$ cat config.mk
export PLATFORM = sky130hd
export DESIGN_NAME = id_regstage_flat
export DESIGN_NICKNAME = d
export VERILOG_FILES = /design/src/rtl/id_regstage_pkg.sv /design/src/rtl/id_regstage_if.sv /design/src/rtl/id_regstage_regfile.sv /design/src/rtl/id_regstage.sv /design/src/flat_wrapper.sv
export SDC_FILE = /design/constraint.sdc
export NUM_CORES = 2
export LEC_CHECK = 0
export ABC_AREA = 0
export CORE_UTILIZATION = 35
export CTS_CLUSTER_DIAMETER = 30
export DETAILED_ROUTE_END_ITERATION = 7
export HOLD_SLACK_MARGIN = 0.15
export PLACE_DENSITY = 0.49
export SLEW_MARGIN = 20
export SYNTH_ARGS = -nofsm -noshare
export SYNTH_HDL_FRONTEND = slang
export SYNTH_HIERARCHICAL = 1
export SYNTH_SLANG_ARGS = --single-unit
export TNS_END_PERCENT = 10
$ cat constraint.sdc
create_clock -name clk -period 49.9 [get_ports clk]
set_clock_uncertainty 0.15 [all_clocks]
set_input_delay 14.97 -clock clk [delete_from_list [all_inputs] [get_ports clk]]
set_output_delay 14.97 -clock clk [all_outputs]
set_load 0.01 [all_outputs]
$ cat src/rtl/id_regstage_pkg.sv
// Shared defaults and control-bundle field layout for the decode register stage.
// The bit offsets describe how the external control unit packs in_ctrl.
package id_pkg;

   localparam int XLEN_DEF     = 32;
   localparam int NUM_REGS_DEF = 32;
   localparam int AW_DEF       = $clog2(NUM_REGS_DEF);

   typedef logic [AW_DEF-1:0] reg_addr_t;

   localparam int CTRL_W = 16;

   // Control bundle layout (LSB first); bits 14..15 are spare.
   localparam int CTRL_REGWRITE_BIT   = 0;
   localparam int CTRL_RESULT_SRC_LSB = 1;
   localparam int CTRL_RESULT_SRC_W   = 2;
   localparam int CTRL_MEMWRITE_BIT   = 3;
   localparam int CTRL_JUMP_BIT       = 4;
   localparam int CTRL_BRANCH_BIT     = 5;
   localparam int CTRL_ALU_CTRL_LSB   = 6;
   localparam int CTRL_ALU_CTRL_W     = 4;
   localparam int CTRL_BR_CTRL_LSB    = 10;
   localparam int CTRL_BR_CTRL_W      = 3;
   localparam int CTRL_ALU_SRC_BIT    = 13;

   typedef enum logic [1:0] {
      RES_ALU  = 2'd0,
      RES_MEM  = 2'd1,
      RES_PC4  = 2'd2,
      RES_IMM  = 2'd3
   } result_src_e;

   function automatic logic ctrl_regwrite(input logic [CTRL_W-1:0] i_ctrl);
      return i_ctrl[CTRL_REGWRITE_BIT];
   endfunction

   function automatic result_src_e ctrl_result_src(input logic [CTRL_W-1:0] i_ctrl);
      return result_src_e'(i_ctrl[CTRL_RESULT_SRC_LSB +: CTRL_RESULT_SRC_W]);
   endfunction

endpackage

$ cat src/rtl/id_regstage_if.sv
// Handshake and datapath bundle between decode, writeback and EX for id_regstage.
// The slave modport is the stage's view; master is the surrounding pipeline's view.
interface id_regstage_if #(
   parameter int XLEN   = id_pkg::XLEN_DEF,
   parameter int AW     = id_pkg::AW_DEF,
   parameter int CTRL_W = id_pkg::CTRL_W
);
   logic              flush;
   logic              in_valid;
   logic              in_ready;
   logic [AW-1:0]     in_rs1;
   logic [AW-1:0]     in_rs2;
   logic [AW-1:0]     in_rd;
   logic [XLEN-1:0]   in_imm;
   logic [CTRL_W-1:0] in_ctrl;
   logic [XLEN-1:0]   in_pc;
   logic [XLEN-1:0]   in_pc_plus_4;

   logic              wb_en;
   logic [AW-1:0]     wb_rd;
   logic [XLEN-1:0]   wb_data;

   logic              out_valid;
   logic              out_ready;
   logic [XLEN-1:0]   out_rs1_data;
   logic [XLEN-1:0]   out_rs2_data;
   logic [AW-1:0]     out_rs1;
   logic [AW-1:0]     out_rs2;
   logic [AW-1:0]     out_rd;
   logic [XLEN-1:0]   out_imm;
   logic [CTRL_W-1:0] out_ctrl;
   logic [XLEN-1:0]   out_pc;
   logic [XLEN-1:0]   out_pc_plus_4;

   modport master (
      output flush, in_valid, in_rs1, in_rs2, in_rd, in_imm, in_ctrl, in_pc, in_pc_plus_4,
      output wb_en, wb_rd, wb_data, out_ready,
      input  in_ready, out_valid, out_rs1_data, out_rs2_data, out_rs1, out_rs2, out_rd,
      input  out_imm, out_ctrl, out_pc, out_pc_plus_4
   );

   modport slave (
      input  flush, in_valid, in_rs1, in_rs2, in_rd, in_imm, in_ctrl, in_pc, in_pc_plus_4,
      input  wb_en, wb_rd, wb_data, out_ready,
      output in_ready, out_valid, out_rs1_data, out_rs2_data, out_rs1, out_rs2, out_rd,
      output out_imm, out_ctrl, out_pc, out_pc_plus_4
   );

endinterface

$ cat src/rtl/id_regstage_regfile.sv
// Architectural register file: two async read ports, one posedge write port,
// async clear, optional hardwired-zero register 0.
module id_regfile
   import id_pkg::*;
#(
   parameter int XLEN     = XLEN_DEF,
   parameter int NUM_REGS = NUM_REGS_DEF,
   parameter int ZERO_REG = 1,
   localparam int AW      = $clog2(NUM_REGS)
) (
   input  logic            clk,
   input  logic            rst,
   input  logic            i_we,
   input  logic [AW-1:0]   i_waddr,
   input  logic [XLEN-1:0] i_wdata,
   input  logic [AW-1:0]   i_raddr1,
   output logic [XLEN-1:0] o_rdata1,
   input  logic [AW-1:0]   i_raddr2,
   output logic [XLEN-1:0] o_rdata2
);

   logic [XLEN-1:0] r_regs [NUM_REGS];
   logic            w_we_live;

   assign w_we_live = i_we && !((ZERO_REG != 0) && (i_waddr == '0));

   always_ff @(posedge clk or posedge rst) begin
      if (rst) begin
         for (int i = 0; i < NUM_REGS; i++) begin
            r_regs[i] <= '0;
         end
      end else if (w_we_live) begin
         r_regs[i_waddr] <= i_wdata;
      end
   end

   assign o_rdata1 = ((ZERO_REG != 0) && (i_raddr1 == '0)) ? '0 : r_regs[i_raddr1];
   assign o_rdata2 = ((ZERO_REG != 0) && (i_raddr2 == '0)) ? '0 : r_regs[i_raddr2];

endmodule

$ cat src/rtl/id_regstage.sv
// Decode-stage register file plus ID/EX slot with valid/ready handshake.
// Optional perf counters are built when ID_PERF_CNT_EN is defined.
module id_regstage #(
   parameter int XLEN     = id_pkg::XLEN_DEF,
   parameter int NUM_REGS = id_pkg::NUM_REGS_DEF,
   parameter int CTRL_W   = id_pkg::CTRL_W,
   parameter int ZERO_REG = 1
) (
   input  logic        clk,
   input  logic        reset,
   id_regstage_if.slave bus
`ifdef ID_PERF_CNT_EN
   ,
   output logic [31:0] perf_stall_cnt,
   output logic [31:0] perf_flush_cnt
`endif
);
   import id_pkg::*;

   localparam int AW = $clog2(NUM_REGS);

   logic              r_out_valid;
   logic [XLEN-1:0]   r_rs1_data;
   logic [XLEN-1:0]   r_rs2_data;
   logic [AW-1:0]     r_rs1;
   logic [AW-1:0]     r_rs2;
   logic [AW-1:0]     r_rd;
   logic [XLEN-1:0]   r_imm;
   logic [CTRL_W-1:0] r_ctrl;
   logic [XLEN-1:0]   r_pc;
   logic [XLEN-1:0]   r_pc_plus_4;

   logic              w_in_ready;
   logic              w_load;
   logic [XLEN-1:0]   w_rf_rdata1;
   logic [XLEN-1:0]   w_rf_rdata2;
   logic              w_byp1;
   logic              w_byp2;
   logic [XLEN-1:0]   w_rd_data1;
   logic [XLEN-1:0]   w_rd_data2;
   logic              w_ref1;
   logic              w_ref2;

   id_regfile #(
      .XLEN     (XLEN),
      .NUM_REGS (NUM_REGS),
      .ZERO_REG (ZERO_REG)
   ) u_regfile (
      .clk      (clk),
      .rst      (reset),
      .i_we     (bus.wb_en),
      .i_waddr  (bus.wb_rd),
      .i_wdata  (bus.wb_data),
      .i_raddr1 (bus.in_rs1),
      .o_rdata1 (w_rf_rdata1),
      .i_raddr2 (bus.in_rs2),
      .o_rdata2 (w_rf_rdata2)
   );

   assign w_in_ready = !r_out_valid || bus.out_ready;
   assign w_load     = bus.in_valid && w_in_ready && !bus.flush;

   // Write-first: a writeback landing this edge is visible to the capturing read.
   assign w_byp1 = bus.wb_en && (bus.wb_rd == bus.in_rs1) && !((ZERO_REG != 0) && (bus.in_rs1 == '0));
   assign w_byp2 = bus.wb_en && (bus.wb_rd == bus.in_rs2) && !((ZERO_REG != 0) && (bus.in_rs2 == '0));
   assign w_rd_data1 = w_byp1 ? bus.wb_data : w_rf_rdata1;
   assign w_rd_data2 = w_byp2 ? bus.wb_data : w_rf_rdata2;

   // Held operands track later writebacks so a long stall never goes stale.
   assign w_ref1 = bus.wb_en && (bus.wb_rd == r_rs1) && !((ZERO_REG != 0) && (r_rs1 == '0));
   assign w_ref2 = bus.wb_en && (bus.wb_rd == r_rs2) && !((ZERO_REG != 0) && (r_rs2 == '0));

   always_ff @(posedge clk or posedge reset) begin
      if (reset) begin
         r_out_valid <= 1'b0;
         r_rs1_data  <= '0;
         r_rs2_data  <= '0;
         r_rs1       <= '0;
         r_rs2       <= '0;
         r_rd        <= '0;
         r_imm       <= '0;
         r_ctrl      <= '0;
         r_pc        <= '0;
         r_pc_plus_4 <= '0;
      end else begin
         if (bus.flush) begin
            r_out_valid <= 1'b0;
         end else if (w_load) begin
            r_out_valid <= 1'b1;
         end else if (bus.out_ready) begin
            r_out_valid <= 1'b0;
         end

         if (w_load) begin
            r_rs1_data  <= w_rd_data1;
            r_rs2_data  <= w_rd_data2;
            r_rs1       <= bus.in_rs1;
            r_rs2       <= bus.in_rs2;
            r_rd        <= bus.in_rd;
            r_imm       <= bus.in_imm;
            r_ctrl      <= bus.in_ctrl;
            r_pc        <= bus.in_pc;
            r_pc_plus_4 <= bus.in_pc_plus_4;
         end else begin
            if (w_ref1) r_rs1_data <= bus.wb_data;
            if (w_ref2) r_rs2_data <= bus.wb_data;
         end
      end
   end

   assign bus.in_ready      = w_in_ready;
   assign bus.out_valid     = r_out_valid;
   assign bus.out_rs1_data  = r_rs1_data;
   assign bus.out_rs2_data  = r_rs2_data;
   assign bus.out_rs1       = r_rs1;
   assign bus.out_rs2       = r_rs2;
   assign bus.out_rd        = r_rd;
   assign bus.out_imm       = r_imm;
   assign bus.out_ctrl      = r_ctrl;
   assign bus.out_pc        = r_pc;
   assign bus.out_pc_plus_4 = r_pc_plus_4;

`ifdef ID_PERF_CNT_EN
   logic [31:0] r_stall_cnt;
   logic [31:0] r_flush_cnt;
   logic        w_flush_hit;

   // A flush counts when it kills a live slot or swallows an otherwise-accepted load.
   assign w_flush_hit = bus.flush && (r_out_valid || (bus.in_valid && w_in_ready));

   always_ff @(posedge clk or posedge reset) begin
      if (reset) begin
         r_stall_cnt <= '0;
         r_flush_cnt <= '0;
      end else begin
         if (r_out_valid && !bus.out_ready) r_stall_cnt <= r_stall_cnt + 32'd1;
         if (w_flush_hit)                   r_flush_cnt <= r_flush_cnt + 32'd1;
      end
   end

   assign perf_stall_cnt = r_stall_cnt;
   assign perf_flush_cnt = r_flush_cnt;
`endif

endmodule
$ cat src/flat_wrapper.sv
// flat-port wrapper written by rule: the top's interface ports become plain ports
module id_regstage_flat import id_pkg::*;
#(
   parameter int XLEN     = id_pkg::XLEN_DEF,
   parameter int NUM_REGS = id_pkg::NUM_REGS_DEF,
   parameter int CTRL_W   = id_pkg::CTRL_W,
   parameter int ZERO_REG = 1
)
  (clk, reset, bus_flush, bus_in_valid, bus_in_rs1, bus_in_rs2, bus_in_rd, bus_in_imm, bus_in_ctrl, bus_in_pc, bus_in_pc_plus_4, bus_wb_en, bus_wb_rd, bus_wb_data, bus_out_ready, bus_in_ready, bus_out_valid, bus_out_rs1_data, bus_out_rs2_data, bus_out_rs1, bus_out_rs2, bus_out_rd, bus_out_imm, bus_out_ctrl, bus_out_pc, bus_out_pc_plus_4);
  id_regstage_if #(.XLEN(XLEN), .CTRL_W(CTRL_W)) bus_i ();
  input  logic clk;
  input  logic reset;
  input wire logic [$bits(bus_i.flush)-1:0] bus_flush;
  input wire logic [$bits(bus_i.in_valid)-1:0] bus_in_valid;
  input wire logic [$bits(bus_i.in_rs1)-1:0] bus_in_rs1;
  input wire logic [$bits(bus_i.in_rs2)-1:0] bus_in_rs2;
  input wire logic [$bits(bus_i.in_rd)-1:0] bus_in_rd;
  input wire logic [$bits(bus_i.in_imm)-1:0] bus_in_imm;
  input wire logic [$bits(bus_i.in_ctrl)-1:0] bus_in_ctrl;
  input wire logic [$bits(bus_i.in_pc)-1:0] bus_in_pc;
  input wire logic [$bits(bus_i.in_pc_plus_4)-1:0] bus_in_pc_plus_4;
  input wire logic [$bits(bus_i.wb_en)-1:0] bus_wb_en;
  input wire logic [$bits(bus_i.wb_rd)-1:0] bus_wb_rd;
  input wire logic [$bits(bus_i.wb_data)-1:0] bus_wb_data;
  input wire logic [$bits(bus_i.out_ready)-1:0] bus_out_ready;
  output wire logic [$bits(bus_i.in_ready)-1:0] bus_in_ready;
  output wire logic [$bits(bus_i.out_valid)-1:0] bus_out_valid;
  output wire logic [$bits(bus_i.out_rs1_data)-1:0] bus_out_rs1_data;
  output wire logic [$bits(bus_i.out_rs2_data)-1:0] bus_out_rs2_data;
  output wire logic [$bits(bus_i.out_rs1)-1:0] bus_out_rs1;
  output wire logic [$bits(bus_i.out_rs2)-1:0] bus_out_rs2;
  output wire logic [$bits(bus_i.out_rd)-1:0] bus_out_rd;
  output wire logic [$bits(bus_i.out_imm)-1:0] bus_out_imm;
  output wire logic [$bits(bus_i.out_ctrl)-1:0] bus_out_ctrl;
  output wire logic [$bits(bus_i.out_pc)-1:0] bus_out_pc;
  output wire logic [$bits(bus_i.out_pc_plus_4)-1:0] bus_out_pc_plus_4;
  assign bus_i.flush = bus_flush;
  assign bus_i.in_valid = bus_in_valid;
  assign bus_i.in_rs1 = bus_in_rs1;
  assign bus_i.in_rs2 = bus_in_rs2;
  assign bus_i.in_rd = bus_in_rd;
  assign bus_i.in_imm = bus_in_imm;
  assign bus_i.in_ctrl = bus_in_ctrl;
  assign bus_i.in_pc = bus_in_pc;
  assign bus_i.in_pc_plus_4 = bus_in_pc_plus_4;
  assign bus_i.wb_en = bus_wb_en;
  assign bus_i.wb_rd = bus_wb_rd;
  assign bus_i.wb_data = bus_wb_data;
  assign bus_i.out_ready = bus_out_ready;
  assign bus_in_ready = bus_i.in_ready;
  assign bus_out_valid = bus_i.out_valid;
  assign bus_out_rs1_data = bus_i.out_rs1_data;
  assign bus_out_rs2_data = bus_i.out_rs2_data;
  assign bus_out_rs1 = bus_i.out_rs1;
  assign bus_out_rs2 = bus_i.out_rs2;
  assign bus_out_rd = bus_i.out_rd;
  assign bus_out_imm = bus_i.out_imm;
  assign bus_out_ctrl = bus_i.out_ctrl;
  assign bus_out_pc = bus_i.out_pc;
  assign bus_out_pc_plus_4 = bus_i.out_pc_plus_4;
  id_regstage #(.XLEN(XLEN), .NUM_REGS(NUM_REGS), .CTRL_W(CTRL_W), .ZERO_REG(ZERO_REG)) u_core (.clk(clk), .reset(reset), .bus(bus_i));
endmodule
# ---- Word level (Yosys, flattened, before mapping)
# Index checks and enable logic that the tools add are counted.
dict set report totals {
  inputBits 170
  word_cells 101
  output_inout_bits 193
  ff_bits 1216
}
dict set report classes {
  reduce_logical 28
  n_bitwise 3
  n_eq_ne 4
  n_mux 20
  magnitude_cmp 4
}
# cell count
set ops {}
lappend ops {{$bwmux 1024} 1}
lappend ops {{$mux 32} 13}
lappend ops {{$bmux 32 s5} 2}
lappend ops {{$demux 32 s5} 1}
lappend ops {{$logic_not 5->1} 5}
lappend ops {{$eq 5x5->1} 4}
lappend ops {{$ge 6x6->1 const B} 3}
lappend ops {{$not 5->6} 3}
lappend ops {{$logic_and 1x1->1} 12}
lappend ops {{$logic_not 1->1} 7}
lappend ops {{$lt 6x1->1 const B} 1}
lappend ops {{$reduce_bool 2->1} 2}
lappend ops {{$mux 1} 3}
lappend ops {{$reduce_bool 3->1} 1}
lappend ops {{$logic_or 1x1->1} 1}

# ---- Depth between registers and ports, before layout
dict set report depth {
  depth_word 7
  mapped_depth 11
  ltp_nobuf 6
}

# ---- Hierarchy
# Netlist, hierarchy kept.
# module cells_per_inst area_per_inst_um2 n_inst
set by_module_without_submodules {}
lappend by_module_without_submodules {id_regfile 3692 54448.5 1}
lappend by_module_without_submodules {id_regstage 521 8683.3 1}

# ---- Worst setup path before layout
# No wires, ideal clock.
dict set report synth_path {
  path_type {input to output}
  startpoint {input bus_out_ready}
  endpoint {output bus_in_ready}
  path_slack_ns 19.495
  required_ns 34.780
  arrival_ns 15.285
  cell_stages 1
  path_cell_list {or2b_2}
}
dict set report synth_via {
  elab_chain_cells 1
}
# element line
set synth_lines {}
lappend synth_lines {{start: declaration} flat_wrapper.sv:25} ;# input wire logic [$bits(bus_i.out_ready)-1:0] bus_out_ready;
lappend synth_lines {{$logic_or 1x1->1} id_regstage.sv:60} ;# assign w_in_ready = !r_out_valid || bus.out_ready;
lappend synth_lines {{end: declaration} flat_wrapper.sv:26} ;# output wire logic [$bits(bus_i.in_ready)-1:0] bus_in_ready;
# No other way between the ends.

# ---- Worst setup path in the final report
# Ends and elaborated chain as after synthesis.

==> flow_summary_export.csv <==
group,metric,value,unit
status,status,"finished clean",
worst_setup_path,crit_arrival,16.19,ns
timing,tightest_slew,1.25,ns
synthesis,ys_async_sr_fraction,1.00,
synthesis,synth_enable_flop_cells,0,
synthesis,synth_nets,4383,
cts,postCtsHoldBufs,0,
synthesis,syn_avg_cell_area,15.0,µm²
timing,rsz0062_at_grt,"false",
finish,final_nets,4768,
cts,post_cts_buffers,0,
global_route,grt_max_degree,113,
global_route,grt-ovfl-total,0,
synthesis,netlist_area,63100,µm²
timing,drv_slew,0,
power,p_total,0.00436,W
cts,clk_pin_slew,0.04,ns
finish,drive_gt1_frac,0.510,
routing,route.top_layer_used,"met5",
routing,wl_met1,99100,µm
synthesis,synth-seq-cells,1216,
synthesis,synth_area_leaders,"dfrtp_1 48%, mux2_2 21%, mux4_2 14%",
die,design.die.area,182000,µm²
die,die_h,427,µm
power,power_density,53.4,nW/µm²
finish,syn_to_final_growth,29.2,%
routing,wire_per_inst,32.4,µm
worst_setup_path,cpMostUsedCell,"clkdlybuf4s50_1",
hold_path,holdCritPathClass,"reg -> reg",
cts,cts-root-buf,"clkbuf_16",
routing,ant_nets,0,
cts,clock_latency,0.93,ns
cts,cts_max_level,5,
die,die_x,427,µm
routing,first_pass_iters,5,
die,core_area,179000,µm²
die,num_io_pins,363,
cts,clock_sinks,1216,
power,netSwitchingPower,0.00104,W
synthesis,synth_top_family_by_area,"multiplexers",
worst_setup_path,critPathKind,"in -> out",
synthesis,synth_top_cell_area_share,0.482,
power,pwr-share-clk,0.551,
worst_setup_path,path_buf_inv,2,
power,internal-power,0.00332,W
placement,routabilityCongestion,0.783,
routing,drc,0,
synthesis,ys.warnings.count,6,
synthesis,synth_area_leader_cell,"dfrtp_1",
synthesis,synthMuxAreaShare,0.422,
timing,slew_headroom,0.158,
routing,drt-vias-per-instance,5.81,
synthesis,synthDistinctLibCells,55,
worst_setup_path,end_kind,"output pin",
cts,cts_buffers,355,
synthesis,synth_xor_area_frac,0.00180,
synthesis,ys.flop_type,"dfrtp_1",
worst_setup_path,cp_top_family,"buffers and inverters",
cts,cts_resized,0,
routing,dr_wl_met3,13400,µm
routing,routed_wirelength,234000,µm
timing,fin_setup_tns,0,ns
global_route,grt_pass1_vias,44112,
run,drv_cap,0,
finish,layout_common_cells,"1216 x dfrtp_1, 1172 x mux2_2, 395 x mux4_2",
synthesis,yosysSeqAreaShare,0.482,
power,p_sw_frac,0.240,
global_route,antenna_found_initial,14,
power,combPwrFrac,0.146,
timing,fin_crit,31.31,ns
power,seqPwrFrac,0.303,
cts,cts_tree,"built",
timing,fin_crit_sh,0.627,
synthesis,netlist_instances,4213,
placement,dp_hpwl,128000,µm
worst_setup_path,cp-start-kind,"input port",
global_route,grt_use_total,0.257,
worst_setup_path,cp.required,34.78,ns
placement,numPortBuffers,362,
worst_setup_path,critPathMaxStageDelay,0.51,ns
routing,drtIter0Drc,2991,
timing,hold_viol_final,0,
power,leakage,35.6,nW
synthesis,synth-compound-area-share,0.0402,
routing,via_count,42036,
worst_setup_path,slowest_stage,"clkdlybuf4s50_1",
power,ir_drop,0.0297,mV
routing,dr_wl_met2,114000,µm
worst_setup_path,critical_path_peak_fanout,3,
timing,setup_viol,0,
finish,fillers,15961,
global_route,grt_pass1_wl,335000,µm
cts,clock_path_buffers,4,
synthesis,synth-simple-area-share,0.0192,
die,start_util,0.353,
worst_setup_path,path_cells,"clkdlybuf4s50_1 -> or2b_2 -> clkdlybuf4s50_1",
finish,mostFrequentLayoutCell,"dfrtp_1",
synthesis,synthAdderAreaFrac,0,
timing,clock.fmax,0.0319,GHz
die,row_count,155,
[worst register-to-register path, delay by kind of cell, from the launching register on]
family                 cells  cell delay (ns)
flip-flops                 1             0.33
multiplexers               2             0.70
buffers and inverters      2             1.11
AND/OR/NAND/NOR            2             0.45
AO/OA/AOI/OAI              1             0.61
[cell usage after synthesis, drive strengths merged, types with 44 or more instances]
library cell,number
a2111oi,51
clkbuf,237
a22o,46
a21oi,46
mux4,395
mux2,1292
a22oi,75
buf,215
o22ai,64
mux2i,272
dfrtp,1216
nand2,44
[per-stage QoR]
| stage | instances | instance area, µm² | hold WS [ns] | worst slack (ns) | util |
|---|---|---|---|---|---|
| 3_5_place_dp | 6596 | 68900 | 0.236 | 18.58 | 0.385 |
| 5_1_grt | 7228 | 81600 | 0.257 | 18.56 | 0.456 |
| 6_report | 7229 | 81600 | 0.247 | 18.59 | 0.456 |
| 2_1_floorplan | 4213 | 63100 | 0.291 | 5.96 | - |
| 4_1_cts | 7227 | 81600 | 0.246 | 18.59 | 0.457 |
| 3_3_place_gp | 6591 | 68800 | 0.234 | 18.57 | 0.385 |
[cells by family (layout without fill, tap and decap cells)]
| group | count (synthesis) | count (layout) |
|---|---|---|
| muxes | 1959 | 1959 |
| DFF | 1216 | 1216 |
| buffers and inverters | 461 | 1120 |
| other | 0 | 2 |
| xor gates and xnor gates | 13 | 13 |
| AOI/OAI and AO/OA | 339 | 339 |
| and+or+nand+nor | 225 | 225 |
[power by group through the flow]
stage	clock, W	sequential, W	combinational, W
2_1_floorplan	0	0.00130	0.000436
3_3_place_gp	0	0.00133	0.000629
4_1_cts	0.00244	0.00132	0.000641
5_1_grt	0.00250	0.00134	0.000680
6_report	0.00240	0.00132	0.000637
3_5_place_dp	0	0.00133	0.000637
[sequential cells by signal, summed over array words and instances, names as in the netlist]
| register | flops |
|---|---|
| u_core/u_regfile/r_regs | 1024 |
| u_core/bus.out_imm | 32 |
| u_core/bus.out_pc | 32 |
| u_core/bus.out_pc_plus_4 | 32 |
| u_core/bus.out_rs1_data | 32 |
| u_core/bus.out_rs2_data | 32 |
| u_core/bus.out_ctrl | 16 |
| u_core/bus.out_rd | 5 |
| u_core/bus.out_rs1 | 5 |
| u_core/bus.out_rs2 | 5 |
| u_core/bus.out_valid | 1 |
[cell type report]
type                       count  area, µm²  area share
antenna                        2       5.00   0.0000613
clock buffer                 463      10100       0.124
clock inverter               168       2630      0.0322
inverter                       9       48.8    0.000598
multi-input combinational   2536      30800       0.378
sequential                  1216      30400       0.373
tap                         2355       2950      0.0361
timing repair buffer         480       4580      0.0561
[path summary, 6_finish.rpt]
path / endpoint / start / slack [ns] / depth (start not counted)
worst max-delay path: bus_in_ready / bus_out_ready / 18.59 / 3
worst min-delay path: u_core/u_regfile/r_regs[997] / u_core/u_regfile/r_regs[997] / 0.25 / 0
worst max register to register: u_core/bus.out_rs1_data[26] / u_core/bus.out_valid / 46.44 / 7
worst min register to register: u_core/u_regfile/r_regs[997] / u_core/u_regfile/r_regs[997] / 0.25 / 0
max in group asynchronous: u_core/u_regfile/r_regs[773] / reset / 29.60 / 8
min in group asynchronous: u_core/u_regfile/r_regs[189] / reset / 14.51 / 2
[layer usage]
metal  up-vias  GRT usage
li1      17138          -
met2      1519      0.423
met1     22934      0.335
met4         4     0.0955
met5         -          0
met3       441     0.0482
Power figures use the tool's default switching activity.
